## src/rtl/pc_pkg.sv

```systemverilog
// Shared encodings for the fetch-stage next-PC generator: branch-select codes and FSM states.
package pc_pkg;

    typedef enum logic [2:0] {
        PC_SEQ  = 3'b000,
        PC_BEQ  = 3'b001,
        PC_BNE  = 3'b010,
        PC_JMP  = 3'b011,
        PC_JALR = 3'b100
    } pc_src_e;

    typedef enum logic [1:0] {
        BOOT = 2'b00,
        RUN  = 2'b01,
        HOLD = 2'b10
    } pc_state_e;

endpackage

```

## src/rtl/pc_perf_ctr.sv

```systemverilog
// Saturating event counter with synchronous active-low reset and a synchronous clear.
module pc_perf_ctr #(
    parameter int CNT_W = 32
) (
    input  logic             clk,
    input  logic             rst,
    input  logic             inc,
    input  logic             clr,
    output logic [CNT_W-1:0] cnt
);

    logic [CNT_W-1:0] cnt_r;

    // Count events, sticking at all-ones instead of wrapping.
    always_ff @(posedge clk) begin
        if (!rst) begin
            cnt_r <= {CNT_W{1'b0}};
        end else if (clr) begin
            cnt_r <= {CNT_W{1'b0}};
        end else if (inc && (cnt_r != {CNT_W{1'b1}})) begin
            cnt_r <= cnt_r + CNT_W'(1);
        end else begin
            cnt_r <= cnt_r;
        end
    end

    assign cnt = cnt_r;

endmodule

```

## src/rtl/pc_gen.sv

```systemverilog
// Next-PC generator with imem valid/ready handshake, stall, buffered redirect and target alignment.
// Optional performance counters are built when PC_PERF_EN is defined.
module pc_gen
    import pc_pkg::*;
#(
    parameter int              XLEN       = 32,
    parameter logic [XLEN-1:0] RESET_VEC  = XLEN'(32'h0000_1000),
    parameter int              STEP       = 4,
    parameter int              ALIGN_BITS = 2,
    parameter int              CNT_W      = 32
) (
    input  logic             clk,
    input  logic             rst,
    input  logic             br_valid,
    input  logic [2:0]       pc_src,
    input  logic [XLEN-1:0]  tar_addr,
    input  logic [XLEN-1:0]  alu_res,
    input  logic             alu_zero,
    input  logic             stall,
    input  logic             fetch_ready,
    output logic [XLEN-1:0]  pc_out,
    output logic             pc_valid,
    output logic             redirect,
    output logic             misalign,
    output logic             bad_src,
    output logic [CNT_W-1:0] fetch_cnt,
    output logic [CNT_W-1:0] redir_cnt
);

    localparam logic [XLEN-1:0] ALIGN_MASK = (XLEN'(1) << ALIGN_BITS) - XLEN'(1);

    logic            taken_s;
    logic            bad_s;
    logic            accept_s;
    logic            raw_mis_s;
    logic [XLEN-1:0] raw_tgt_s;
    logic [XLEN-1:0] tgt_s;

    pc_state_e       state_r;
    logic [XLEN-1:0] pc_r;
    logic [XLEN-1:0] pend_r;
    logic            pend_mis_r;
    logic            pc_valid_r;
    logic            redirect_r;
    logic            misalign_r;
    logic            bad_src_r;

    // Decode the execute-stage decision into taken / target / bad-select.
    always_comb begin
        taken_s   = 1'b0;
        bad_s     = 1'b0;
        raw_tgt_s = tar_addr;
        if (br_valid) begin
            case (pc_src)
                PC_SEQ:  taken_s = 1'b0;
                PC_BEQ:  taken_s = alu_zero;
                PC_BNE:  taken_s = !alu_zero;
                PC_JMP:  taken_s = 1'b1;
                PC_JALR: begin
                    taken_s   = 1'b1;
                    raw_tgt_s = alu_res;
                end
                default: bad_s = 1'b1;
            endcase
        end else begin
            taken_s = 1'b0;
        end
    end

    assign tgt_s     = raw_tgt_s & ~ALIGN_MASK;
    assign raw_mis_s = |(raw_tgt_s & ALIGN_MASK);
    // Stall overrides a ready imem: nothing is accepted while the pipe holds.
    assign accept_s  = pc_valid_r && fetch_ready && !stall;

    // Fetch FSM: a presented address never changes until imem accepts it.
    always_ff @(posedge clk) begin
        if (!rst) begin
            state_r    <= BOOT;
            pc_r       <= RESET_VEC;
            pend_r     <= {XLEN{1'b0}};
            pend_mis_r <= 1'b0;
            pc_valid_r <= 1'b0;
            redirect_r <= 1'b0;
            misalign_r <= 1'b0;
            bad_src_r  <= 1'b0;
        end else begin
            redirect_r <= 1'b0;
            misalign_r <= 1'b0;
            bad_src_r  <= bad_s;
            case (state_r)
                BOOT: begin
                    pc_valid_r <= 1'b1;
                    state_r    <= RUN;
                end
                RUN: begin
                    if (taken_s && accept_s) begin
                        pc_r       <= tgt_s;
                        redirect_r <= 1'b1;
                        misalign_r <= raw_mis_s;
                    end else if (taken_s) begin
                        pend_r     <= tgt_s;
                        pend_mis_r <= raw_mis_s;
                        state_r    <= HOLD;
                    end else if (accept_s) begin
                        pc_r <= pc_r + XLEN'(STEP);
                    end else begin
                        pc_r <= pc_r;
                    end
                end
                HOLD: begin
                    // Younger decisions seen here are wrong-path and dropped.
                    if (accept_s) begin
                        pc_r       <= pend_r;
                        redirect_r <= 1'b1;
                        misalign_r <= pend_mis_r;
                        state_r    <= RUN;
                    end else begin
                        pc_r <= pc_r;
                    end
                end
                default: begin
                    state_r    <= BOOT;
                    pc_valid_r <= 1'b0;
                end
            endcase
        end
    end

    assign pc_out   = pc_r;
    assign pc_valid = pc_valid_r;
    assign redirect = redirect_r;
    assign misalign = misalign_r;
    assign bad_src  = bad_src_r;

`ifdef PC_PERF_EN
    pc_perf_ctr #(.CNT_W(CNT_W)) u_fetch_ctr (
        .clk (clk),
        .rst (rst),
        .inc (accept_s),
        .clr (1'b0),
        .cnt (fetch_cnt)
    );

    pc_perf_ctr #(.CNT_W(CNT_W)) u_redir_ctr (
        .clk (clk),
        .rst (rst),
        .inc (redirect_r),
        .clr (1'b0),
        .cnt (redir_cnt)
    );
`else
    assign fetch_cnt = {CNT_W{1'b0}};
    assign redir_cnt = {CNT_W{1'b0}};
`endif

endmodule

```

## config.mk

```make
export PLATFORM = sky130hd
export DESIGN_NAME = pc_gen
export DESIGN_NICKNAME = d
export VERILOG_FILES = /design/src/rtl/pc_pkg.sv /design/src/rtl/pc_perf_ctr.sv /design/src/rtl/pc_gen.sv
export SDC_FILE = /design/constraint.sdc
export NUM_CORES = 1
export LEC_CHECK = 0
export BUFFER_PORTS_ARGS = -buffer_cell sky130_fd_sc_hd__buf_2
export CORE_MARGIN = 3
export CORE_UTILIZATION = 53
export DETAILED_ROUTE_END_ITERATION = 7
export PLACE_DENSITY = 0.86
export SETUP_SLACK_MARGIN = 0.4
export SLEW_MARGIN = 0
export SYNTH_ARGS = -nofsm -noshare
export SYNTH_HDL_FRONTEND = slang
export SYNTH_SLANG_ARGS = --single-unit
```

## constraint.sdc

```tcl
create_clock -name clk -period 4.2 [get_ports clk]
set_input_delay 0.63 -clock clk [delete_from_list [all_inputs] [get_ports clk]]
set_output_delay 0.63 -clock clk [all_outputs]
set_load 0.05 [all_outputs]
```

==> results.tsv <==
metric	value	unit
Synth Area in Adders	0.01139	
clock latency on the worst-skew pair	0.35	ns
vias in the first global route	4308	
pwr/cell area	348.1	mW/mm2
Detailed Route Iter0 Violations	467	
fin. max-slew vios	0	
CTS H-tree lvls	3	
pre-CTS WS	1.394	ns
startpoint type of the worst setup path	input port	
first-pass GRT wire length	20040	um
HP Start	pend_r[12]	
Reg-to-Reg Start	pc_out[15]	
Synth Flop Type	dfxtp_1	
fmax	393.2	MHz
layout cell share with drive strength beyond 1	0.2243	
IO Port Bufs	106	
CTS buffer count	9	
total core area	0.007888	mm2
worst min path class	flop to flop	
clk sinks	67	
routed via count	4402	
status	completed	
Mean Syn Cell Area	8.095	um2
post-cts resize count	0	
cell count after synthesis	543	
Design Power	0.001719	W
synth warn	0	
Synth Cell Area	0.004395	mm2
GRT overflow	0	
WL/cell	16.65	um
Total GRT Usage	0.2548	
pin count of the biggest net entering global routing	60	
Initial Util	0.5573	
RSZ-0062 raised after global routing	no	
Final period util	0.6055	
sequential share of the synthesized area	0.3052	
post-synthesis mux area share	0.07828	
Placer Congestion	0.8770	
Hold-fix buffers, CTS	0	
Clock Tree Buf Depth	2	
Setup TNS	0	ns
hpwl dp	8453	um
hold path depth	2	
Post-synth EDFFs	0	
CP endpoint kind	flop	
CP required	4.45	ns
worst setup path category	input port to flop	
most frequent cells in the layout	buf_2 (106), dfxtp_1 (67), conb_1 (66), a21oi_1 (48), nor2_1 (41)	
Synth top area share	0.3052	
root buffer cell	clkbuf_8	
die area	0.009422	mm2
Final setup viols	0	
worst-path fanout max	59	
CTS tree	done	
XOR/XNOR Fraction of Synth Area	0.03587	
flops & latches, synth	67	
DIE WIDTH	97.07	um
Worst-Margin Slew	1.075	ns
clock-pin slew on the worst setup and hold paths	0.08	ns
antenna cells	0	
Nets	705	
Reg-to-Reg End	pc_out[30]	
dpl cells	719	
min setup slack post-route	1.657	ns
Leakage Power	1.959	nW
Reg2Reg Setup Slack	1.72	ns
Yosys top cell by area	dfxtp_1	
asr flop ratio synth	0	
Routed WL	12240	um
arrival time at the worst endpoint	2.79	ns
Worst Skew	0.01064	ns
Max Cap Viol	0	
largest family of logic cells by synthesized area	compound AO/OA/AOI/OAI gates	
fin cells	735	
# Post-CTS Setup Buffers	0	
Area Growth Syn to Fin	12.35	%
Filler Cell Count	693	
DRT antenna net count	0	
Rel. slew slack	0.2835	
reg2reg path depth	5	
commonest non-fill, non-tap cell in the layout	buf_2	
Compound-Gate Fraction of Synth Area	0.2514	
synth unique cells	53	
Ports	173	
die height	97.07	um
largest cells by area after synthesis	dfxtp_1 (31%), buf_4 (11%), mux2i_1 (7.1%)	
min Tclk post-route	2.543	ns
row cnt	32	
Max VDD drop	0.0002104	V
Hold Path Sink	pend_r[12]	
1st-pass router iterations	6	
final hold violation count	0	
initial antenna violation count	0	
vias per cell	5.989	
simple-gate share of the synthesized area	0.1623	
# DRC	0	
[cell usage after synthesis (6+ instances only)]
master / instances
inv_1: 6
a211oi_1: 30
nor2_1: 41
nand2_1: 26
a21oi_1: 48
xnor2_1: 9
clkbuf_1: 34
a211o_1: 8
mux2i_1: 31
nand3b_1: 7
nand3_1: 12
a31oi_1: 8
nor3_1: 11
xor2_1: 9
nand4_1: 10
a221oi_1: 6
dfxtp_1: 67
buf_4: 67
and3_1: 8
o21ai_0: 32
[registers in the layout (all words and copies together) (netlist names)]
name / flops
bad_src: 1
misalign: 1
pc_out: 30
pc_valid: 1
pend_mis_r: 1
pend_r: 30
redirect: 1
state_r: 2
[worst max-delay path, stage by stage]
cell and delay (ns):
buf_2 0.13, o21ai_0 0.25, o211a_1 0.19, buf_4 0.25
and3_2 0.95, nor2_1 0.08, a211oi_1 0.28
[through the flow]
step                      hold WS [ns]  area, um2    util
after global routing            0.5027       4938  0.6261
final                           0.4656       4938  0.6261
after global placement          0.4462       4730  0.5996
after floorplan                 0.4366       4639       -
after detailed placement        0.4518       4730  0.5996
after CTS                       0.4615       4938  0.6261
[where the power goes]
group / switching, W / internal (W) / leakage (nW)
logic: 0.000319 / 0.000109 / 1.31
registers: 0.0000357 / 0.000674 / 0.543
clock network: 0.000249 / 0.000333 / 0.103
[layout make-up]
class,count,area (um2),area share
Clock inverter,5,77.57,0.01571
Sequential cell,67,1341,0.2716
Multi-Input combinational cell,428,2636,0.5338
Clock buffer,11,131.4,0.02660
Tap cell,102,127.6,0.02584
Inverter,7,26.28,0.005320
Timing Repair Buffer,115,598.1,0.1211
[per-layer routing]
layer / vias up / share of wire / global-route usage
met5: - / 0 / 0
met4: 0 / 0.025 / 0.1156
met3: 32 / 0.098 / 0.05815
met2: 275 / 0.47 / 0.4177
met1: 2057 / 0.41 / 0.3184
li1: 2038 / - / -
[worst max-delay path by stage]
stage,to,slack [ns],startpoint,cells past startpoint
final,pend_r[6],1.66,pc_src[0],7
after global routing,pend_r[21],1.47,pc_src[0],7
after detailed placement,pend_r[6],1.39,pc_src[0],7
after floorplan,pc_out[19],1.77,pc_out[5],6
after global placement,pend_r[18],1.54,pc_src[0],7
after CTS,pend_r[6],1.72,pc_src[0],7
[cell families (layout without fill, tap and decap cells)]
kind of cell	after synthesis	in the layout
compound gates	168	168
xor+xnor	18	18
fa+ha+maj	4	4
buf+inv	113	138
flops	67	67
mux	34	34
other cells	1	66
simple gates	138	138
Power figures use the tool's default switching activity.
